==> config.mk <==
export PLATFORM = sky130hd
export DESIGN_NAME = wb_stage_pipelined
export DESIGN_NICKNAME = d
export VERILOG_FILES = /design/src/rtl/wb_stage_pipelined_pkg.sv /design/src/rtl/wb_stage_pipelined_load_align.sv /design/src/rtl/wb_stage_pipelined.sv
export SDC_FILE = /design/constraint.sdc
export NUM_CORES = 1
export LEC_CHECK = 0
export ABC_CLOCK_PERIOD_IN_PS = 7590
export CORE_MARGIN = 10
export CORE_UTILIZATION = 40
export CTS_CLUSTER_DIAMETER = 200
export CTS_CLUSTER_SIZE = 30
export DETAILED_ROUTE_END_ITERATION = 6
export DONT_BUFFER_PORTS = 1
export SYNTH_ARGS = -nofsm -noshare
export SYNTH_HDL_FRONTEND = slang
export SYNTH_HIERARCHICAL = 1
export SYNTH_SLANG_ARGS = --single-unit
==> constraint.sdc <==
create_clock -name clk -period 7.59 [get_ports clk]
set_input_delay 2.277 -clock clk [delete_from_list [all_inputs] [get_ports clk]]
set_output_delay 2.277 -clock clk [all_outputs]
set_load 0.005 [all_outputs]
==> src/rtl/wb_stage_pipelined_pkg.sv <==
// Shared encodings for the write-back stage: load-size codes and halt-drain FSM states.
package wb_stage_pipelined_pkg;

  typedef logic [1:0] load_size_t;

  localparam load_size_t LOAD_SIZE_BYTE = 2'b00;
  localparam load_size_t LOAD_SIZE_HALF = 2'b01;
  localparam load_size_t LOAD_SIZE_WORD = 2'b10;
  localparam load_size_t LOAD_SIZE_FULL = 2'b11;

  typedef enum logic [1:0] {
    WB_ST_RUN    = 2'b00,
    WB_ST_DRAIN  = 2'b01,
    WB_ST_HALTED = 2'b10
  } wb_state_e;

endpackage

==> src/rtl/wb_stage_pipelined_load_align.sv <==
// Combinational load aligner: picks the addressed byte/half/word lane out of the
// raw memory word and sign- or zero-extends it to the full datapath width.
module wb_stage_pipelined_load_align
  import wb_stage_pipelined_pkg::*;
#(
  parameter int DATA_WIDTH = 32,
  parameter int OFF_W      = $clog2(DATA_WIDTH / 8)
) (
  input  logic [DATA_WIDTH-1:0] readData_i,
  input  logic [OFF_W-1:0]      offset_i,
  input  load_size_t            size_i,
  input  logic                  loadUnsigned_i,
  output logic [DATA_WIDTH-1:0] alignedData_o
);

  localparam logic [OFF_W-1:0] HALF_OFF_MASK = ~OFF_W'(1);
  localparam logic [OFF_W-1:0] WORD_OFF_MASK = ~OFF_W'(3);

  logic [OFF_W-1:0]      effOff;
  logic [DATA_WIDTH-1:0] shifted;
  logic [DATA_WIDTH-1:0] fieldMask;
  logic                  signBit;

  // Misaligned offsets are truncated to the natural alignment of the access size.
  always_comb begin
    effOff = offset_i;
    case (size_i)
      LOAD_SIZE_BYTE: effOff = offset_i;
      LOAD_SIZE_HALF: effOff = offset_i & HALF_OFF_MASK;
      LOAD_SIZE_WORD: effOff = offset_i & WORD_OFF_MASK;
      default:        effOff = '0;
    endcase
  end

  assign shifted = readData_i >> {effOff, 3'b000};

  // Select field width and the bit that drives sign extension.
  always_comb begin
    fieldMask = '1;
    signBit   = 1'b0;
    case (size_i)
      LOAD_SIZE_BYTE: begin
        fieldMask = DATA_WIDTH'(8'hFF);
        signBit   = shifted[7];
      end
      LOAD_SIZE_HALF: begin
        fieldMask = DATA_WIDTH'(16'hFFFF);
        signBit   = shifted[15];
      end
      LOAD_SIZE_WORD: begin
        fieldMask = DATA_WIDTH'(32'hFFFF_FFFF);
        signBit   = shifted[31];
      end
      default: begin
        fieldMask = '1;
        signBit   = 1'b0;
      end
    endcase
  end

  assign alignedData_o = (shifted & fieldMask)
                       | ({DATA_WIDTH{signBit & ~loadUnsigned_i}} & ~fieldMask);

endmodule

==> src/rtl/wb_stage_pipelined.sv <==
// Write-back stage: registers the MEM/WB payload, aligns load data, drives the
// register-file write port and forwarding taps, counts retired instructions and
// runs the halt-drain FSM that reports halt only once the pipe has emptied.
module wb_stage_pipelined
  import wb_stage_pipelined_pkg::*;
#(
  parameter int DATA_WIDTH   = 32,
  parameter int REG_ADDR_W   = 5,
  parameter int DRAIN_CYCLES = 2,
  parameter int CNT_W        = 32
) (
  input  logic                  clk,
  input  logic                  reset_n,
  input  logic                  i_stall,
  input  logic                  i_valid,
  input  logic [DATA_WIDTH-1:0] i_alu_result,
  input  logic [DATA_WIDTH-1:0] i_read_data,
  input  logic [REG_ADDR_W-1:0] i_write_register,
  input  logic                  i_reg_write,
  input  logic                  i_mem_to_reg,
  input  logic [1:0]            i_load_size,
  input  logic                  i_load_unsigned,
  input  logic                  i_is_halt,
  output logic [DATA_WIDTH-1:0] o_write_data,
  output logic [REG_ADDR_W-1:0] o_write_register,
  output logic                  o_reg_write,
  output logic                  o_halted,
  output logic [CNT_W-1:0]      o_retired_count
);

  localparam int OFF_W = $clog2(DATA_WIDTH / 8);

  logic                  valid_q;
  logic                  done_q;
  logic [DATA_WIDTH-1:0] aluResult_q;
  logic [DATA_WIDTH-1:0] readData_q;
  logic [REG_ADDR_W-1:0] writeReg_q;
  logic                  regWrite_q;
  logic                  memToReg_q;
  load_size_t            loadSize_q;
  logic                  loadUnsigned_q;
  logic                  isHalt_q;

  wb_state_e             state_q;
  wb_state_e             state_d;
  logic [3:0]            drainCnt_q;
  logic [CNT_W-1:0]      retired_q;

  logic                  capture;
  logic                  fresh;
  logic [DATA_WIDTH-1:0] alignedData;

  // Capture only while running and not stalled; a payload is "fresh" until its first cycle in WB has passed.
  assign capture = (state_q == WB_ST_RUN) && !i_stall;
  assign fresh   = valid_q && !done_q;

  // Stage register plus the one-shot flag that stops a held payload from writing twice.
  always_ff @(posedge clk or negedge reset_n) begin
    if (!reset_n) begin
      valid_q        <= 1'b0;
      done_q         <= 1'b0;
      aluResult_q    <= '0;
      readData_q     <= '0;
      writeReg_q     <= '0;
      regWrite_q     <= 1'b0;
      memToReg_q     <= 1'b0;
      loadSize_q     <= LOAD_SIZE_BYTE;
      loadUnsigned_q <= 1'b0;
      isHalt_q       <= 1'b0;
    end else if (capture) begin
      valid_q        <= i_valid;
      done_q         <= 1'b0;
      aluResult_q    <= i_alu_result;
      readData_q     <= i_read_data;
      writeReg_q     <= i_write_register;
      regWrite_q     <= i_reg_write;
      memToReg_q     <= i_mem_to_reg;
      loadSize_q     <= i_load_size;
      loadUnsigned_q <= i_load_unsigned;
      isHalt_q       <= i_is_halt;
    end else begin
      done_q         <= done_q | valid_q;
    end
  end

  // Saturating count of payloads that spent their first cycle in WB (R0 targets and halt included).
  always_ff @(posedge clk or negedge reset_n) begin
    if (!reset_n) begin
      retired_q <= '0;
    end else if (fresh && (retired_q != '1)) begin
      retired_q <= retired_q + CNT_W'(1);
    end
  end

  // FSM state register.
  always_ff @(posedge clk or negedge reset_n) begin
    if (!reset_n) begin
      state_q <= WB_ST_RUN;
    end else begin
      state_q <= state_d;
    end
  end

  // FSM next state: a captured halt starts the drain, an expired drain counter halts for good.
  always_comb begin
    state_d = state_q;
    case (state_q)
      WB_ST_RUN:    if (capture && i_valid && i_is_halt) state_d = WB_ST_DRAIN;
      WB_ST_DRAIN:  if (drainCnt_q == 4'd0) state_d = WB_ST_HALTED;
      WB_ST_HALTED: state_d = WB_ST_HALTED;
      default:      state_d = WB_ST_RUN;
    endcase
  end

  // Drain counter loads on entry to DRAIN and counts down to zero.
  always_ff @(posedge clk or negedge reset_n) begin
    if (!reset_n) begin
      drainCnt_q <= 4'd0;
    end else if ((state_q == WB_ST_RUN) && (state_d == WB_ST_DRAIN)) begin
      drainCnt_q <= 4'(DRAIN_CYCLES - 1);
    end else if ((state_q == WB_ST_DRAIN) && (drainCnt_q != 4'd0)) begin
      drainCnt_q <= drainCnt_q - 4'd1;
    end
  end

  wb_stage_pipelined_load_align #(
    .DATA_WIDTH(DATA_WIDTH),
    .OFF_W     (OFF_W)
  ) u_align (
    .readData_i    (readData_q),
    .offset_i      (aluResult_q[OFF_W-1:0]),
    .size_i        (loadSize_q),
    .loadUnsigned_i(loadUnsigned_q),
    .alignedData_o (alignedData)
  );

  // FSM and datapath outputs, driven only from registered state.
  always_comb begin
    o_write_data     = memToReg_q ? alignedData : aluResult_q;
    o_write_register = writeReg_q;
    o_reg_write      = fresh && regWrite_q && (writeReg_q != '0) && !isHalt_q
                       && (state_q != WB_ST_HALTED);
    o_halted         = (state_q == WB_ST_HALTED);
    o_retired_count  = retired_q;
  end

endmodule

# Yosys cells after proc, flatten, opt, wreduce, memory -nomap -nowiden

Index checks and enable logic that the tools add are counted.

Bits in registers: 115
Latch bits: 0
Memory bits (writable): 0
ROM bits: 0
Input port bits: 79
Output and inout port bits: 71
Word-level logic and storage cells: 60
Memories kept: 0

Add/sub/neg operators: 2
$mul: 0
Div/mod/pow operators: 0
$lt $le $gt $ge: 0
Equality and inequality tests: 7
Shift-type cells: 1
Muxes and demuxes: 10
Bitwise logic cells: 7
Reduce and logical (&&, ||, !) cells: 20

Operators by type and width:

| cell                  | count |
|---|---|
| $and 32x32->32        | 2 |
| $pmux 32 s2           | 1 |
| $add 32x1->32 const B | 1 |
| $mux 32               | 1 |
| $ne 32x32->1 const B  | 1 |
| $not 32->32           | 1 |
| $or 32x32->32         | 1 |
| $shr 32x5->32         | 1 |
| $logic_and 1x1->1     | 11 |
| $mux 4                | 2 |
| $eq 2x1->1 const B    | 3 |
| $pmux 2 s3            | 1 |
| $reduce_bool 5->1     | 1 |
| $eq 2x2->1 const B    | 2 |
| $logic_not 2->1       | 2 |
| $logic_not 4->1       | 1 |
| $mux 2                | 2 |
| $pmux 2 s2            | 1 |
| $reduce_bool 4->1     | 1 |
| $sub 4x1->4 const B   | 1 |
| $logic_not 1->1       | 3 |
| $pmux 1 s3            | 1 |
| $ne 2x2->1 const B    | 1 |
| $reduce_bool 2->1     | 1 |
| other kinds (4)       | 4 |

# Logic depth before layout (Yosys ltp)

Gate-level depths: netlist of the first run.

Depth after elaboration: 9
Mapped depth: 8
Mapped depth without buffers: 7

# Cells and area by module

Netlist of the first run, hierarchy kept.

Modules (own cells, without submodules):

| module                        | times used | cells an instance | area an instance (µm²) | seq. area each (µm²) |
|---|---|---|---|---|
| wb_stage_pipelined            | 1          | 388               | 5136.2                 | 2877.8 |
| wb_stage_pipelined_load_align | 1          | 93                | 696.9                  | 0.0 |

# Worst setup path before layout of the first run

Ideal clock, no wire load.

Path kind: register to output
Start point: reg aluResult_q[0]
End point: out o_write_data[23]
Arrival: 1770 ps
Required time: 5313 ps
Path slack: 3543 ps
Stages on the path, launching flop included: 7
Buffers on the path: 1
Cells stage by stage: dfrtp_1 nor2b_2 mux2_4 a221oi_4 buf_6 o21ai_1 mux2_2

Cells in the longest elaborated chain, start to end: 7
Elaborated cells on any way between the ends: 8
Those cells by class: 1 x shift; 3 x mux; 4 x bitwise

Ends and longest elaborated chain:

| what                      | line                                | source |
|---|---|---|
| from (decl)               | wb_stage_pipelined.sv:35            | `logic [DATA_WIDTH-1:0] aluResult_q;` |
| from (signal assigned)    | wb_stage_pipelined.sv:73            | `aluResult_q <= i_alu_result;` |
| $pmux 2 s2 *              | wb_stage_pipelined_load_align.sv:27 | `case (size_i)` |
| $shr 32x5->32 *           | wb_stage_pipelined_load_align.sv:35 | `assign shifted = readData_i >> {effOff, 3'b000};` |
| $pmux 1 s3                | wb_stage_pipelined_load_align.sv:41 | `case (size_i)` |
| $and 1x1->1               | wb_stage_pipelined_load_align.sv:62 | `\| ({DATA_WIDTH{signBit & ~loadUnsigned_i}} & ~fieldMask);` |
| $and 32x32->32            | wb_stage_pipelined_load_align.sv:62 |  |
| $or 32x32->32 *           | wb_stage_pipelined_load_align.sv:62 |  |
| named net alignedData[23] | wb_stage_pipelined.sv:51            | `logic [DATA_WIDTH-1:0] alignedData;` |
| $mux 32 *                 | wb_stage_pipelined.sv:139           | `o_write_data = memToReg_q ? alignedData : aluResult_q;` |
| to (decl)                 | wb_stage_pipelined.sv:24            | `output logic [DATA_WIDTH-1:0] o_write_data,` |

The timed path passes the listed nets; every way through them passes the cells marked *.

# Final worst setup path of the first run

Start point: reg loadSize_q[1]
End point: out o_write_data[8]

Cells in the longest elaborated chain, start to end: 8
Elaborated cells on any way between the ends: 13
Those cells by class: 2 x eq/ne; 1 x shift; 4 x mux; 5 x bitwise; 1 x reduce/logical

Ends and longest elaborated chain:

| what                                                 | line                                                                     | source |
|---|---|---|
| from (decl)                                          | wb_stage_pipelined.sv:40                                                 | `load_size_t loadSize_q;` |
| from (signal assigned)                               | wb_stage_pipelined.sv:78                                                 | `loadSize_q <= i_load_size;` |
| $eq 2x1->1 / $logic_not 2->1 (equally long branches) | wb_stage_pipelined_load_align.sv:27, wb_stage_pipelined_load_align.sv:41 |  |
| $pmux 2 s2                                           | wb_stage_pipelined_load_align.sv:27                                      |  |
| $shr 32x5->32                                        | wb_stage_pipelined_load_align.sv:35                                      |  |
| $pmux 1 s3                                           | wb_stage_pipelined_load_align.sv:41                                      |  |
| $and 1x1->1                                          | wb_stage_pipelined_load_align.sv:62                                      |  |
| $and 32x32->32                                       | wb_stage_pipelined_load_align.sv:62                                      |  |
| $or 32x32->32 *                                      | wb_stage_pipelined_load_align.sv:62                                      |  |
| named net alignedData[8]                             | wb_stage_pipelined.sv:51                                                 |  |
| $mux 32 *                                            | wb_stage_pipelined.sv:139                                                |  |

Marks and branches as above.

==> out/metrics.yaml, run 1 <==
area_delta_synth_final_pct: 13.4
max-slew-margin-rel_pct: 31.1
synth_common_cells: "115 x dfrtp_1, 109 x mux2_2, 23 x a21oi_1, 19 x xor2_1, 18 x nand3_1"
worstSkewPairLatency_ps: 410
drive_gt1_share_pct: 33.5
report.final.slew_viol_count: 0
synth_top_area_cell: "dfrtp_1"
worstHoldStart: "aluResult_q[22]"
max_freq_mhz: 188
grt_pass1_vias: 4050
synth_edf_count: 0
vias: 3833
synthArstFlopShare_pct: 100
drt_iter0_drc: 214
viasPerCell: 5.66
ys_ff_latch: 115
routed_wl_mm: 15.3
outcome: "complete, no violations"
track_usage_pct: 15.4
ir_drop_mv: 0.257
grt_max_degree: 116
antenna_found_initial: 5
htreeDepth: 4
min_period_ps: 5330
max_cap_viol_count: 0
cp-start-kind: "flop"
fin_tns_setup_ps: 0
crit_type: "reg2out"
synthCells: 481
synth_top_area_share_pct: 49.3
numCtsBuffers: 17
cts_setup_buffers: 0
synth_area_per_cell_sq_um: 12.1
final_nets: 560
synth.distinct_cells: 50
placedCellCount: 644
portBuffers: 0
synth_flop_cell: "dfrtp_1"
dr.pass1.iters: 4
reg2reg_from: "o_retired_count[12]"
synthMostInstantiatedCell: "dfrtp_1"
crit_arrival_ps: 3050
die_area_sq_um: 19800
rows: 44
skew_ps: 8.78
netlist_area_sq_um: 5830
clk_pin_slew_worst_paths_ps: 50
worst_slew_pin_slew_ps: 1030
ant_nets: 0
postCtsHoldBufs: 0
synth_area_leaders: "dfrtp_1 49%, mux2_2 21%, xor2_1 2.9%"
ys_warn_count: 6
rsz0062_at_grt: "false"
finalHoldViolCount: 0
period_share_pct: 70.2
globalRouteOverflowTotal: 0
start_util_pct: 40.4
crit_start: "loadSize_q[1]"
power_density_nw_per_um2: 468
drc: 0
wl_per_cell_um: 22.6
postPlaceCellArea_sq_um: 5970
grt_pass1_wl_mm: 23.9
cts.repair.resized: 0
dieWidth_um: 141
cts_tree: "built"
instances_no_fill: 677
worstPathMaxFanout: 33
synth_nets: 562
required_ps: 5310
root_buffer: "clkbuf_16"
core_area_sq_um: 14400
cp-end-kind: "output pin"
synth-seq-area-share_pct: 49.3
hp-class: "reg2reg"
place_hpwl_mm: 11.0
numClockSinks: 115
die_h_um: 141
clockBufferDepth: 2
finalPower_uw: 3100
p_leak_uw: 0.00276
stdcell_area_sq_um: 6620
place.gp.congestion: 0.782
setup_viol: 0
io_pins: 150
## worst max-delay path, cell delays in order, from the launching register on
cell and delay (ps):
dfrtp_1 930, nand2b_1 360, o22ai_1 110, a2111oi_0 900, mux2_2 330
## state kept, by name, summed over array words and instances (netlist names)
name and count:
drainCnt_q 4, state_q 2, loadUnsigned_q 1, isHalt_q 1, done_q 1, aluResult_q 32, memToReg_q 1, o_write_register 5
valid_q 1, loadSize_q 2, o_retired_count 32, regWrite_q 1, readData_q 32
## per-layer routing
layer	wire [um]	share of wire [%]	GRT usage (%)	up-vias
li1	-	-	-	1769
met1	6480	42	18.6	1893
met2	7020	46	23.2	148
met3	1620	11	8.77	17
met4	146	0.95	3.97	6
met5	41	0.27	0	-
## area by class of cell
type / count / area, sq um
fill: 1318 / 7810
inverter: 7 / 26.3
antenna: 1 / 2.50
sequential: 115 / 2880
tap: 184 / 230
multi-input combinational: 335 / 2810
clock inverter: 9 / 149
clock buffer: 23 / 498
timing repair buffer: 3 / 22.5
## worst paths after layout
path | to | slack, ps | depth (start not counted)
setup / recovery | o_write_data[8] | 2260 | 4
hold / removal | aluResult_q[22] | 500 | 1
setup reg to reg | o_retired_count[1] | 5160 | 5
hold reg to reg | aluResult_q[22] | 500 | 1
max in group asynchronous | loadUnsigned_q | 5900 | 0
min in group asynchronous | readData_q[6] | 1560 | 0
## layout by cell type, fill, tap and decap left out, types with 8 or more instances in the layout
cell type  netlist  final
nand2_1         15     15
xor2_1          19     19
o21ai_0         10     10
nor2b_1         11     11
mux2_2         109    109
dfrtp_1        115    115
nor3_1          16     15
clkbuf_16        0     17
nor2_1          16     16
xnor2_1         11     11
o21ai_1          8      8
nand3_1         18     18
a21oi_1         23     23
## power breakdown
group | total, uW | internal [uW] | switching (uW) | leakage, uW
combinational | 1130 | 589 | 537 | 0.00103
sequential | 1100 | 854 | 249 | 0.00141
clock | 867 | 591 | 276 | 0.000323
total | 3100 | 2030 | 1060 | 0.00276
## logic make-up after synthesis
group | share of synthesized area [%]
and+or+nand+nor | 11.3
muxes | 24.6
DFF | 49.3
AOI/OAI and AO/OA | 7.29
buffers and inverters | 2.57
adders and majority gates | 0.429
xor gates and xnor gates | 4.50
## per-stage QoR
step	hold slack [ps]	utilization, %	worst slack (ps)
floorplan	472	-	3540
detailed placement	492	41.4	2790
global placement	485	41.4	2850
finish	502	45.9	2260
CTS	505	45.9	2340
global route	513	45.9	2100
Power figures use the tool's default switching activity.
==> run 2: changes to the inputs <==
--- a/config.mk
+++ b/config.mk
@@ -5,7 +5,7 @@
 export SDC_FILE = /design/constraint.sdc
 export NUM_CORES = 1
 export LEC_CHECK = 0
-export ABC_CLOCK_PERIOD_IN_PS = 7590
+export ABC_CLOCK_PERIOD_IN_PS = 5200
 export CORE_MARGIN = 10
 export CORE_UTILIZATION = 40
 export CTS_CLUSTER_DIAMETER = 200
==> constraint.sdc (replaced) <==
create_clock -name clk -period 5.2 [get_ports clk]
set_input_delay 1.56 -clock clk [delete_from_list [all_inputs] [get_ports clk]]
set_output_delay 1.56 -clock clk [all_outputs]
set_load 0.005 [all_outputs]
==> out/metrics.yaml, run 2 (same netlist as run 1, synthesis figures left out) <==
setup_viol: 0  # unchanged
drc: 0  # unchanged
power_density_nw_per_um2: 669  # was 468 nW/um^2
portBuffers: 0  # unchanged
final_cell_mix: "115 x dfrtp_1, 109 x mux2_2, 23 x a21oi_1"  # unchanged
stdcell_area_sq_um: 6570  # was 6620 sq um
crit_type: "reg2out"  # unchanged
routed_wl_mm: 15.3  # about the same
drive_gt1_share_pct: 33.3  # was 33.5%
worst_slew_pin_slew_ps: 1030  # about the same
report.final.slew_viol_count: 0  # unchanged
die_h_um: 141  # unchanged
place.gp.congestion: 0.780  # was 0.782
globalRouteOverflowTotal: 0  # unchanged
cp-start-kind: "flop"  # unchanged
postPlaceCellArea_sq_um: 5970  # about the same
pre_cts_ws_ps: 1240  # was 2790 ps
viasPerCell: 5.74  # was 5.66
layout_commonest_cell: "dfrtp_1"  # unchanged
final_nets: 561  # was 560
drt-met1-wl_mm: 6.81  # was 6.48 mm
multiInputGateArea_sq_um: 2810  # unchanged
numClockSinks: 115  # unchanged
cts_tree: "built"  # unchanged
rsz0062_at_grt: "false"  # unchanged
dieWidth_um: 141  # unchanged
placedCellCount: 645  # was 644
cp-end-kind: "output pin"  # unchanged
io_pins: 150  # unchanged
wl_met3_mm: 1.42  # was 1.62 mm
start_util_pct: 40.4  # unchanged
min_period_ps: 4390
antenna_found_initial: 4  # was 5
crit_arrival_ps: 2830  # was 3050 ps
fillerInstances: 1340  # was 1318
finalHoldViolCount: 0  # unchanged
crit_chain: "nor2b_2 -> mux2_4 -> a221oi_4 -> o21ai_0 -> mux2_2"  # was nand2b_1 -> o22ai_1 -> a2111oi_0 -> mux2_2
dr.pass1.iters: 5  # was 4
rows: 44  # unchanged
cts_setup_buffers: 0  # unchanged
seqCellArea_sq_um: 2880  # unchanged
max_cap_viol_count: 0  # unchanged
period_share_pct: 84.4
max_stage_delay_ps: 700  # was 930 ps
track_usage_pct: 15.4  # about the same
place_hpwl_mm: 11.1  # was 11.0 mm
cts.repair.resized: 0  # unchanged
worstPathMaxFanout: 17  # was 33
max_freq_mhz: 228
required_ps: 3640  # was 5310 ps
max-slew-margin-rel_pct: 31.1  # about the same
drt_iter0_drc: 206  # was 214
hold_ws_ps: 498  # was 502 ps
cpMaxStageDelayCell: "a221oi_4"  # was dfrtp_1
skew_ps: 5.30  # was 8.78 ps
wl_met2_mm: 6.86  # was 7.02 mm
grt_max_degree: 116  # unchanged
grt_pass1_vias: 3967  # was 4050
p_leak_uw: 0.00274  # was 0.00276 uW
root_buffer: "clkbuf_16"  # unchanged
fin_ws_ps: 814  # was 2260 ps
die_area_sq_um: 19800  # unchanged
worstSkewPairLatency_ps: 410  # about the same
ir_drop_mv: 0.291  # was 0.257 mV
vias: 3901  # was 3833
clockBufferDepth: 2  # unchanged
outcome: "complete, no violations"  # unchanged
core_area_sq_um: 14400  # unchanged
hp-class: "reg2reg"  # unchanged
instances_no_fill: 680  # was 677
grt_pass1_wl_mm: 24.0  # was 23.9 mm
numCtsBuffers: 17  # unchanged
area_delta_synth_final_pct: 12.7  # was 13.4%
top_layer: "met5"  # unchanged
wl_per_cell_um: 22.4  # was 22.6 um
postCtsHoldBufs: 0  # unchanged
clk_pin_slew_worst_paths_ps: 50  # about the same
ant_nets: 0  # unchanged
fin_tns_setup_ps: 0  # unchanged
htreeDepth: 4  # unchanged
## run 2: changes by cell type in the layout (fill, tap and decap cells not counted), sizes merged
cell,previous run,this run
buf,3,4
bufinv,4,2
clkbuf,23,24
clkinvlp,0,1
diode,1,3
## run 2: final cells by class
class	count	area share, %
clock inverter	8	1.52
inverter	7	0.400
tap	184	3.50
antenna	3	0.114
sequential	115	43.8
clock buffer	24	7.48
multi-input combinational	335	42.7
timing repair buffer	4	0.457
## run 2: path summary, 6_finish.rpt
check | startpoint | cells past startpoint | slack, ps | end
min reg2reg | aluResult_q[25] | 1 | 500 | aluResult_q[25]
min in group asynchronous | reset_n | 0 | 850 | aluResult_q[12]
max | loadSize_q[0] | 5 | 810 | o_write_data[18]
min | aluResult_q[25] | 1 | 500 | aluResult_q[25]
max in group asynchronous | reset_n | 0 | 4210 | isHalt_q
max reg2reg | o_retired_count[12] | 5 | 2820 | o_retired_count[1]
## run 2: report_power, final
group / switching (uW) / internal [uW]
Combinational: 786 / 862
Clock: 401 / 755
Sequential: 349 / 1250
## run 2: stage by stage
step	total power [uW]	util, %
detailed placement	3270	41.4
CTS	4450	45.5
global placement	3220	41.4
floorplan	2840	-
finish	4400	45.6
global route	4700	45.5
## run 2: worst max-delay path: cells and delay by family, from the launching register on
kind            cells  cell delay [ps]
flops               1              550
compound gates      2              940
simple gates        1              240
mux                 2              680
## run 2: per-layer routing
| metal | vias up | track usage, % |
|---|---|---|
| met5 | - | 0 |
| met4 | 4 | 4.95 |
| met3 | 14 | 7.83 |
| met2 | 128 | 21.9 |
| met1 | 1972 | 19.9 |
| li1 | 1783 | - |
